## src/rtl/fetch_sequencer_pkg.sv

```systemverilog
// Shared definitions for the fetch/decode/execute sequencer: opcodes, instruction
// field positions, FSM state encoding and small opcode-class helpers.
package fetch_sequencer_pkg;

  localparam logic [5:0] OP_ADD  = 6'd0;
  localparam logic [5:0] OP_SUB  = 6'd1;
  localparam logic [5:0] OP_AND  = 6'd2;
  localparam logic [5:0] OP_OR   = 6'd3;
  localparam logic [5:0] OP_XOR  = 6'd4;
  localparam logic [5:0] OP_LDI  = 6'd5;
  localparam logic [5:0] OP_TST  = 6'd6;
  localparam logic [5:0] OP_NOP  = 6'd7;
  localparam logic [5:0] OP_CEQ  = 6'd8;
  localparam logic [5:0] OP_CNE  = 6'd9;
  localparam logic [5:0] OP_CLT  = 6'd10;
  localparam logic [5:0] OP_CGE  = 6'd11;
  localparam logic [5:0] OP_CLTU = 6'd12;
  localparam logic [5:0] OP_CGEU = 6'd13;
  localparam logic [5:0] OP_BRT  = 6'd14;
  localparam logic [5:0] OP_BRF  = 6'd15;

  localparam int unsigned OP_MSB   = 31;
  localparam int unsigned OP_LSB   = 26;
  localparam int unsigned RA_MSB   = 25;
  localparam int unsigned RA_LSB   = 22;
  localparam int unsigned RB_MSB   = 21;
  localparam int unsigned RB_LSB   = 18;
  localparam int unsigned HL_BIT   = 17;
  localparam int unsigned RSVD_BIT = 16;
  localparam int unsigned VAL_MSB  = 15;
  localparam int unsigned VAL_LSB  = 0;

  typedef enum logic [2:0] {
    ST_IDLE   = 3'd0,
    ST_FETCH  = 3'd1,
    ST_DECODE = 3'd2,
    ST_EXEC   = 3'd3,
    ST_FAULT  = 3'd4
  } state_e;

  // Decoded instruction register; the reserved bit carries no meaning and is dropped.
  typedef struct packed {
    logic [5:0]  op;
    logic [3:0]  ra;
    logic [3:0]  rb;
    logic        highlow;
    logic [15:0] value;
  } instr_t;

  function automatic instr_t decode_word(input logic [31:0] w);
    instr_t d;
    d.op      = w[OP_MSB:OP_LSB];
    d.ra      = w[RA_MSB:RA_LSB];
    d.rb      = w[RB_MSB:RB_LSB];
    d.highlow = w[HL_BIT];
    d.value   = w[VAL_MSB:VAL_LSB];
    return d;
  endfunction

  function automatic logic op_is_valid(input logic [5:0] op);
    return op <= OP_BRF;
  endfunction

  function automatic logic op_writes_rf(input logic [5:0] op);
    return op <= OP_LDI;
  endfunction

  function automatic logic op_sets_flags(input logic [5:0] op);
    return (op >= OP_CEQ) && (op <= OP_CGEU);
  endfunction

endpackage

```

## src/rtl/fetch_sequencer_timeout_ctr.sv

```systemverilog
// Counts consecutive un-acknowledged fetch cycles; tc_o flags the last allowed cycle.
module fetch_timeout_ctr #(
  parameter int unsigned LIMIT = 255,
  parameter int unsigned CW    = (LIMIT < 2) ? 1 : $clog2(LIMIT)
) (
  input  logic          clk_i,
  input  logic          rst_ni,
  input  logic          clr_i,
  input  logic          inc_i,
  input  logic          ld_i,
  input  logic [CW-1:0] ld_val_i,
  output logic          tc_o
);

  logic [CW-1:0] cnt_q;

  always_ff @(posedge clk_i or negedge rst_ni) begin
    if (!rst_ni) begin
      cnt_q <= '0;
    end else if (clr_i) begin
      cnt_q <= '0;
    end else if (ld_i) begin
      cnt_q <= ld_val_i;
    end else if (inc_i) begin
      cnt_q <= cnt_q + 1'b1;
    end
  end

  assign tc_o = (cnt_q == CW'(LIMIT - 1));

endmodule

```

## src/rtl/fetch_sequencer.sv

```systemverilog
// Multi-cycle fetch/decode/execute control stage feeding the ALU and register file.
// One instruction in flight; FETCH -> DECODE -> EXEC, sticky FAULT on error.
module fetch_sequencer
  import fetch_sequencer_pkg::*;
#(
  parameter logic [31:0] RESET_PC      = 32'h0000_0000,
  parameter logic [31:0] PC_STEP       = 32'd1,
  parameter int unsigned FETCH_TIMEOUT = 255
) (
  input  logic        clock,
  input  logic        reset_n,
  input  logic        run,
  output logic        imem_req,
  output logic [31:0] imem_addr,
  input  logic        imem_ack,
  input  logic [31:0] imem_rdata,
  output logic [5:0]  alu_instr,
  output logic [15:0] alu_value,
  output logic        alu_highlow,
  output logic [3:0]  rf_ra_idx,
  output logic [3:0]  rf_rb_idx,
  output logic        alu_f1,
  output logic        alu_f2,
  input  logic        alu_f3,
  input  logic        alu_addrch,
  input  logic [31:0] alu_naddr,
  output logic        rf_we,
  output logic [3:0]  rf_wa,
  output logic [31:0] pc,
  output logic        busy,
  output logic        fault
);

  localparam int unsigned TCW = (FETCH_TIMEOUT < 2) ? 1 : $clog2(FETCH_TIMEOUT);

  state_e      state_q;
  logic [31:0] pc_q, pc_d;
  logic        f1_q, f2_q;
  instr_t      instr_q;
  logic        fields_en_q;
  logic        imem_req_q;
  logic        rf_we_q;
  logic        busy_q;
  logic        fault_q;
  logic        tmo_tc;
  logic        fetching;

  assign fetching = (state_q == ST_FETCH);

  fetch_timeout_ctr #(
    .LIMIT (FETCH_TIMEOUT),
    .CW    (TCW)
  ) u_timeout (
    .clk_i    (clock),
    .rst_ni   (reset_n),
    .clr_i    (!fetching || imem_ack),
    .inc_i    (fetching && !imem_ack),
    .ld_i     (1'b0),
    .ld_val_i ('0),
    .tc_o     (tmo_tc)
  );

  always_comb begin
    pc_d = alu_addrch ? alu_naddr : (pc_q + PC_STEP);
  end

  always_ff @(posedge clock or negedge reset_n) begin
    if (!reset_n) begin
      state_q     <= ST_IDLE;
      pc_q        <= RESET_PC;
      f1_q        <= 1'b0;
      f2_q        <= 1'b0;
      instr_q     <= '0;
      fields_en_q <= 1'b0;
      imem_req_q  <= 1'b0;
      rf_we_q     <= 1'b0;
      busy_q      <= 1'b0;
      fault_q     <= 1'b0;
    end else begin
      rf_we_q <= 1'b0;
      unique case (state_q)
        ST_IDLE: begin
          if (run) begin
            state_q    <= ST_FETCH;
            imem_req_q <= 1'b1;
            busy_q     <= 1'b1;
          end
        end
        ST_FETCH: begin
          if (imem_ack) begin
            instr_q     <= decode_word(imem_rdata);
            fields_en_q <= 1'b1;
            imem_req_q  <= 1'b0;
            state_q     <= ST_DECODE;
          end else if (tmo_tc) begin
            imem_req_q <= 1'b0;
            busy_q     <= 1'b0;
            fault_q    <= 1'b1;
            state_q    <= ST_FAULT;
          end
        end
        ST_DECODE: begin
          if (!op_is_valid(instr_q.op)) begin
            fields_en_q <= 1'b0;
            busy_q      <= 1'b0;
            fault_q     <= 1'b1;
            state_q     <= ST_FAULT;
          end else begin
            // Write strobe is registered here so it is high for exactly the EXEC cycle.
            rf_we_q <= op_writes_rf(instr_q.op);
            state_q <= ST_EXEC;
          end
        end
        ST_EXEC: begin
          pc_q        <= pc_d;
          fields_en_q <= 1'b0;
          if (op_sets_flags(instr_q.op)) begin
            f2_q <= f1_q;
            f1_q <= alu_f3;
          end
          if (run) begin
            imem_req_q <= 1'b1;
            state_q    <= ST_FETCH;
          end else begin
            busy_q  <= 1'b0;
            state_q <= ST_IDLE;
          end
        end
        ST_FAULT: begin
          state_q <= ST_FAULT;
        end
        default: begin
          imem_req_q  <= 1'b0;
          fields_en_q <= 1'b0;
          busy_q      <= 1'b0;
          fault_q     <= 1'b1;
          state_q     <= ST_FAULT;
        end
      endcase
    end
  end

  assign imem_req    = imem_req_q;
  assign imem_addr   = imem_req_q ? pc_q : '0;
  assign alu_instr   = fields_en_q ? instr_q.op : '0;
  assign alu_value   = fields_en_q ? instr_q.value : '0;
  assign alu_highlow = fields_en_q & instr_q.highlow;
  assign rf_ra_idx   = fields_en_q ? instr_q.ra : '0;
  assign rf_rb_idx   = fields_en_q ? instr_q.rb : '0;
  assign alu_f1      = f1_q;
  assign alu_f2      = f2_q;
  assign rf_we       = rf_we_q;
  assign rf_wa       = rf_we_q ? instr_q.ra : '0;
  assign pc          = pc_q;
  assign busy        = busy_q;
  assign fault       = fault_q;

endmodule

```

## config.mk

```make
export PLATFORM = sky130hd
export DESIGN_NAME = fetch_sequencer
export DESIGN_NICKNAME = d
export VERILOG_FILES = /design/src/rtl/fetch_sequencer_pkg.sv /design/src/rtl/fetch_sequencer_timeout_ctr.sv /design/src/rtl/fetch_sequencer.sv
export SDC_FILE = /design/constraint.sdc
export NUM_CORES = 1
export LEC_CHECK = 0
export BUFFER_PORTS_ARGS = -buffer_cell sky130_fd_sc_hd__buf_2
export CORE_MARGIN = 10
export CORE_UTILIZATION = 50
export CTS_CLUSTER_SIZE = 12
export DETAILED_ROUTE_END_ITERATION = 12
export PLACE_DENSITY_LB_ADDON = 0.2
export SYNTH_ARGS = -nofsm -noshare
export SYNTH_HDL_FRONTEND = slang
export SYNTH_SLANG_ARGS = --single-unit
```

## constraint.sdc

```tcl
create_clock -name clock -period 4.3 [get_ports clock]
set_clock_uncertainty 0.2 [all_clocks]
set_input_delay 0.43 -clock clock [delete_from_list [all_inputs] [get_ports clock]]
set_output_delay 0.43 -clock clock [all_outputs]
set_load 0.02 [all_outputs]
```

==> results.tsv, run 1 <==
stage	metric	value	unit
run_status	outcome	finished clean	
timing	final setup fails	0	
clocking	CTS Hold Buffers Added	0	
critical_path	R2R Path End	pc[12]$_DFFE_PN0N_	
critical_path	FF-to-FF setup slack	1.74	ns
pwr	power density over the cells	279	nW/um2
floorplanning	Core ar.	8850	um2
global_routing	Tot GR Track Use	19.3	%
clocking	Longest Clk Path Bufs	2	
timing	Slew headroom	30.8	%
synthesis	Simple-Gate Fraction of Synth Area	26.1	%
critical_path	slowest stage delay, CP	0.66	ns
placement	Routability Congestion	0.822	
global_routing	vias in the first global route	4378	
routing	Pre-antenna DRT Iters	5	
routing	via/cell ratio	5.64	
clocking	H-tree depth	3	
critical_path	CP required	4.34	ns
floorplanning	Total Die Area	13500	um2
critical_path	Worst setup EP type	flip-flop	
synthesis	xor and xnor area share after synthesis	1.14	%
routing	residual DRC count	0	
synthesis	Primary FF master, synth	dfrtp_1	
timing	Tightest Pin Transition	1.04	ns
synthesis	Seq/Total Area, Yosys	43.9	%
floorplanning	std cell rows	34	
timing	Tcrit/Tclk final	59.6	%
pwr	peak supply drop	0.000184	V
timing	fmax	390	MHz
clocking	CTS Root Buffer Type	clkbuf_8	
critical_path	CP cell instances	buf_2, clkinv_1, buf_4, or3_1, o21ai_0, nor3_1	
global_routing	global-route wire length before repair	21200	um
cells_and_area	Seq. cell area	2030	um2
clocking	post_cts resized	0	
synthesis	complex-gate fraction of the synthesized area	13.0	%
synthesis	syn_nets	555	
synthesis	Post-synth top cells	dfrtp_1 (81), and2_1 (69), mux2_2 (35)	
clocking	number of CTS-inserted buffers	9	
timing	final setup TNS	0	ns
critical_path	slowest stage cell, crit path	buf_2	
synthesis	Post-Synth Adder-Cell Area	0.814	%
min_path	hold crit path type	in -> async	
synthesis	number of flops mapped to enable cells by yosys	0	
global_routing	largest net degree at the start of global routing	82	
synthesis	post-synth top area cell	dfrtp_1	
synthesis	top-area cell type share of the netlist area	43.9	%
critical_path	worst r2r path cells	6	
placement	hpwl dp	9810	um
critical_path	Critical Path AT	2.60	ns
critical_path	Setup CP Type	in -> reg	
placement	Inst Count DP	736	
cells_and_area	layout cell share with drive strength beyond 1	36.6	%
synthesis	Cells after Synth	482	
synthesis	count leader, synth	dfrtp_1	
global_routing	GRT overflow	0	
critical_path	cell family with most CP delay	buffers and inverters	
synthesis	Synth area leaders	dfrtp_1 (44%), and2_1 (9.4%), mux2_2 (8.5%)	
flow_run	Max-Cap Viols	0	
routing	DR vias	4242	
floorplanning	die span in x	116	um
critical_path	WP buf/inv	3	
floorplanning	number of top-level pins	175	
clocking	# clock sinks	81	
clocking	CTS tree	built	
synthesis	largest family of logic cells by synthesized area	simple AND/OR/NAND/NOR gates	
synthesis	yosys warns	0	
cells_and_area	Post-Layout Cell Count	752	
synthesis	post-synthesis average cell area	9.57	um2
cells_and_area	ant diodes	0	
placement	Buffers on Ports	173	
clocking	Worst-Skew Late Latency	0.35	ns
floorplanning	Die Ht	116	um
routing	initial DRC count	275	
cells_and_area	Multi-input gate area	2370	um2
cells_and_area	Final #Nets	712	
synthesis	Seq cells post-synth	81	
critical_path	worst-path fanout max	50	
synthesis	Netlist cell types	60	
timing	hold_ws	0.0260	ns
synthesis	Async S/R FF share, synth	100	%
synthesis	multiplexer share of the synthesized area	10.3	%
placement	worst slack, placed	1.44	ns
global_routing	initial antenna violation count	0	
cells_and_area	Area Overhead vs Synth	24.2	%
timing	Final Max Tran Viols	0	
cells_and_area	fill count	776	
synthesis	post-synthesis cell area	4610	um2
clocking	CTS clk-pin slew, worst paths	0.08	ns
clocking	Post-CTS Setup Bufs	0	
timing	worst setup margin	1.74	ns
timing	Final Critical Period	2.56	ns
pwr	Leakage	2.92	nW
floorplanning	Starting Density	52.1	%
routing	Routed Antenna Nets	0	
critical_path	worst r2r src	state_q[0]$_DFFE_PN0P_	
routing	WL final	13200	um
routing	WL/cell	17.6	um
timing	unrepaired setup endpoints after global routing	no	
critical_path	Startpoint Class	input pin	
timing	hold violation total from the final report	0	
## final cells by class
class                           count  area share, %
Timing Repair Buffer              177           15.7
Multi-Input combinational cell    359           41.3
Clock inverter                      5           2.23
Inverter                           11          0.721
Clock buffer                       11           2.29
Sequential cell                    81           35.4
Tap cell                          108           2.36
## placed cells by master, fill, tap and decap left out, types with 6 or more instances in the layout
cell        n
nor2_1     24
and3_1      9
o22ai_1     7
o21ai_0    22
clkbuf_8    9
dfrtp_1    81
buf_2     172
mux2_2     35
mux2i_1     8
a21oi_1    29
nand4_1     6
and2_1     69
nor3_1     18
nand3_1    27
inv_1      10
nand2_1    27
## worst max path at each step
| stage | startpoint | to | slack (ns) | cells after the start |
|---|---|---|---|---|
| floorplan | pc[5]$_DFFE_PN0N_ | pc[21]$_DFFE_PN0N_ | 2.04 | 7 |
| global placement | alu_addrch | pc[12]$_DFFE_PN0N_ | 1.49 | 6 |
| detailed placement | alu_addrch | pc[12]$_DFFE_PN0N_ | 1.44 | 6 |
| CTS | state_q[0]$_DFFE_PN0P_ | pc[12]$_DFFE_PN0N_ | 1.77 | 6 |
| global route | state_q[0]$_DFFE_PN0P_ | pc[26]$_DFFE_PN0N_ | 1.55 | 4 |
| finish | alu_addrch | pc[12]$_DFFE_PN0N_ | 1.74 | 6 |
## report_power, final
group / switching [mW] / leakage, nW / internal [mW]
registers: 0.0122 / 1.05 / 0.767
clock network: 0.276 / 0.124 / 0.445
logic: 0.0579 / 1.74 / 0.0416
total: 0.346 / 2.92 / 1.25
## per-layer routing
layer  GRT usage [%]  vias to the layer above  routed length (um)
li1                -                     2041                   -
met3            8.22                       10                1440
met5               0                        -                   0
met1            22.2                     2020                5090
met2            32.5                      171                6610
met4            5.09                        0                 114
## logic make-up (layout without fill, tap and decap cells)
family	after synthesis	in the layout
XOR/XNOR	6	6
flip-flops	81	81
buffers and inverters	42	204
multiplexers	43	43
AO/OA/AOI/OAI	95	95
adder cells (fa/ha/maj)	3	3
AND/OR/NAND/NOR	212	212
## worst register-to-register path, stage by stage (launching register included)
cell	delay [ns]
dfrtp_1	0.53
nor2b_1	0.26
nand2_1	0.54
buf_4	0.42
or3_1	0.31
o21ai_0	0.11
nor3_1	0.08
## sequential cells by signal, indices dropped and copies added, names as in the netlist
| register | count |
|---|---|
| busy | 1 |
| u_timeout.cnt_q | 8 |
| imem_req | 1 |
| rf_we | 1 |
| instr_q | 31 |
| fields_en_q | 1 |
| state_q | 3 |
| fault | 1 |
| alu_f2 | 1 |
| pc | 32 |
| alu_f1 | 1 |
## through the flow
step                utilization, %  area, um2  power, mW
CTS                           64.7       5730       1.62
detailed placement            61.8       5470      0.895
global placement              61.8       5470      0.892
finish                        64.7       5730       1.60
global route                  64.7       5730       1.67
floorplan                        -       4610      0.834
Note: power is estimated with default switching activity, not from simulation.
==> inputs of run 2 (changes only) <==
CORE_UTILIZATION = 45   (was 50)
clock period = 2.17 ns   (was 4.3 ns; I/O delays follow)
==> run 2 against run 1 <==
The run now ends with hold timing left. Die area is 9.2% higher. Register-to-register slack worse by 1.6 ns. Routed wire length is 15% higher. Final cell count is 16% higher. Critical path depth is 1 higher. Cell area is 16% higher. Worst hold slack worse by 0.028 ns. Clock-buffer cell count is 2 lower. Utilization is 2.6 points higher. Global-route usage is 0.92 points higher. Total power is 97% higher. Largest power group unchanged.
==> results.tsv, run 2 (synthesis gave the netlist of run 1 again) <==
stage	metric	value	unit	change
cells_and_area	layout cell share with drive strength beyond 1	38.6	%	+2.0 points
critical_path	CP cell instances	nand3_2, buf_4, nor4_2, buf_4, nand2_1, or4_1, o311a_1		
cells_and_area	Final #Nets	806		+13%
placement	hpwl dp	10800	um	+10%
cells_and_area	Multi-input gate area	2380	um2	+0.74%
routing	residual DRC count	0		unchanged
timing	final setup fails	0		unchanged
critical_path	R2R Path End	pc[15]$_DFFE_PN0N_		
placement	Routability Congestion	0.893		+8.7%
critical_path	slowest stage cell, crit path	dfrtp_2		
routing	WL final	15200	um	+15%
min_path	hold path start	alu_naddr[2]		
floorplanning	Starting Density	46.8	%	-5.4 points
cells_and_area	Post-Layout Cell Count	872		+16%
floorplanning	die span in x	121	um	+4.5%
timing	Tcrit/Tclk final	95.5	%	
critical_path	worst r2r src	pc[0]$_DFFE_PN0N_		
timing	Final Max Tran Viols	0		unchanged
cells_and_area	max FFs per register	32		unchanged
flow_run	Max-Cap Viols	0		unchanged
critical_path	cell repeated most along the worst path	buf_4		
global_routing	Tot GR Track Use	20.3	%	+0.92 points
global_routing	vias in the first global route	4806		+9.8%
critical_path	Startpoint Class	flip-flop		
floorplanning	std cell rows	36		+5.9%
routing	Routed Antenna Nets	0		unchanged
critical_path	slowest stage delay, CP	0.42	ns	-0.24 ns
placement	Inst Count DP	796		+8.2%
clocking	H-tree depth	3		unchanged
cells_and_area	Seq. cell area	2030	um2	+0.37%
cells_and_area	Area Overhead vs Synth	44.0	%	
routing	via/cell ratio	5.34		-5.3%
timing	unrepaired setup endpoints after global routing	yes		
clocking	Longest Clk Path Bufs	2		unchanged
floorplanning	Die Ht	121	um	+4.5%
clocking	CTS clk-pin slew, worst paths	0.09	ns	about the same
run_status	failing checks	hold timing		
floorplanning	Total Die Area	14700	um2	+9.2%
critical_path	Critical Path End	pc[15]$_DFFE_PN0N_		
global_routing	global-route wire length before repair	24500	um	+16%
timing	hold violation total from the final report	1		+1
routing	Pre-antenna DRT Iters	5		unchanged
cells_and_area	fin util	67.4	%	+2.6 points
clocking	# clock sinks	81		unchanged
routing	WL/cell	17.4	um	-1.2%
global_routing	initial antenna violation count	1		+1
global_routing	largest net degree at the start of global routing	44		-46%
run_status	outcome	finished, violations left		
clocking	Worst-Skew Late Latency	0.36	ns	about the same
timing	fmax	482	MHz	
cells_and_area	commonest non-fill, non-tap cell in the layout	buf_2		
critical_path	cell family with most CP delay	simple AND/OR/NAND/NOR gates		
global_routing	GRT overflow	0		unchanged
critical_path	CP required	2.22	ns	-2.12 ns
routing	DR vias	4659		+9.8%
clocking	CTS tree	built		
critical_path	Levels on crit path	7		+1
pwr	power density over the cells	476	nW/um2	+70%
critical_path	FF-to-FF setup slack	0.1	ns	-1.64 ns
critical_path	WP buf/inv	2		-1
critical_path	Setup CP Type	reg -> reg		
placement	Buffers on Ports	173		unchanged
critical_path	Setup crit start	pc[0]$_DFFE_PN0N_		
pwr	Leakage	3.33	nW	+14%
critical_path	worst-path fanout max	6		-88%
critical_path	Worst setup EP type	flip-flop		
critical_path	worst r2r path cells	7		+1
cells_and_area	most frequent cells in the layout	buf_2 (172), dfrtp_1 (75), and2_1 (69)		
critical_path	Critical Path AT	2.13	ns	-0.47 ns
timing	Slew headroom	61.4	%	+31 points
cells_and_area	fill count	782		+0.77%
floorplanning	Core ar.	9860	um2	+11%
timing	Tightest Pin Transition	0.579	ns	-0.459 ns
pwr	peak supply drop	0.000351	V	+91%
floorplanning	number of top-level pins	175		unchanged
clocking	number of CTS-inserted buffers	9		unchanged
routing	initial DRC count	300		+9.1%
timing	hold_ws	-0.00195	ns	-0.0279 ns
timing	Final Critical Period	2.07	ns	
clocking	CTS Root Buffer Type	clkbuf_8		
min_path	hold crit path type	in -> reg		
## run 2: cell count changes in the layout (fill, tap and decap cells not counted), moves of 2 or more
cell	delta
buf_4	+34
clkbuf_1	-2
dfrtp_1	-6
inv_6	+4
nor3_1	-2
dlygate4sd3_1	+57
buf_12	+3
nor3_2	+2
dfrtp_2	+6
bufinv_16	-2
## run 2: worst min path at each step
stage	to	depth (start not counted)
detailed placement	pc[7]$_DFFE_PN0N_	1
CTS	pc[2]$_DFFE_PN0N_	3
floorplan	alu_f1$_DFFE_PN0P_	0
finish	pc[2]$_DFFE_PN0N_	3
global route	pc[2]$_DFFE_PN0N_	3
global placement	pc[7]$_DFFE_PN0N_	1
## run 2: worst reg2reg max path, cell delays in order (launching register included)
cell,delay (ns)
dfrtp_2,0.42
nand3_2,0.10
buf_4,0.15
nor4_2,0.29
buf_4,0.17
nand2_1,0.09
or4_1,0.42
o311a_1,0.12
## run 2: stage by stage
step	power, mW	setup slack, ns	cell area [um2]	setup TNS [ns]
6_report	3.16	0.0966	6640	0
5_1_grt	3.27	-0.0397	6640	-0.0595
4_1_cts	3.18	0.0137	6610	0
3_5_place_dp	1.80	0.0376	5810	0
3_3_place_gp	1.80	0.114	5810	0
2_1_floorplan	1.66	0.0182	4630	0
## run 2: repair_timing
action / in CTS / in global routing
endpoints found under the hold margin: 98 / 0
buffers inserted: 0 / 2
endpoints found under the setup margin: 0 / 6
resized for setup: 0 / 3
hold buffers: 57 / 0
## run 2: final cells by class
cell class	instances	share of cell area (%)
Clock inverter	7	1.60
Inverter	11	0.621
Multi-Input combinational cell	359	35.9
Timing Repair Buffer	271	26.9
Sequential cell	81	30.6
Antenna cell	1	0.0377
Tap cell	133	2.50
Clock buffer	9	1.86
## run 2: routing by layer
metal / part of all wire [%] / track usage [%] / up-vias
li1: - / - / 2232
met1: 40 / 23.2 / 2216
met2: 50 / 35.6 / 186
met3: 8.0 / 5.68 / 25
met4: 1.6 / 6.71 / 0
met5: 0 / 0 / -
## run 2: power by group
group / leakage (nW) / switching (mW) / internal, mW
registers: 1.05 / 0.0110 / 1.52
logic: 2.17 / 0.153 / 0.171
clock network: 0.117 / 0.630 / 0.673
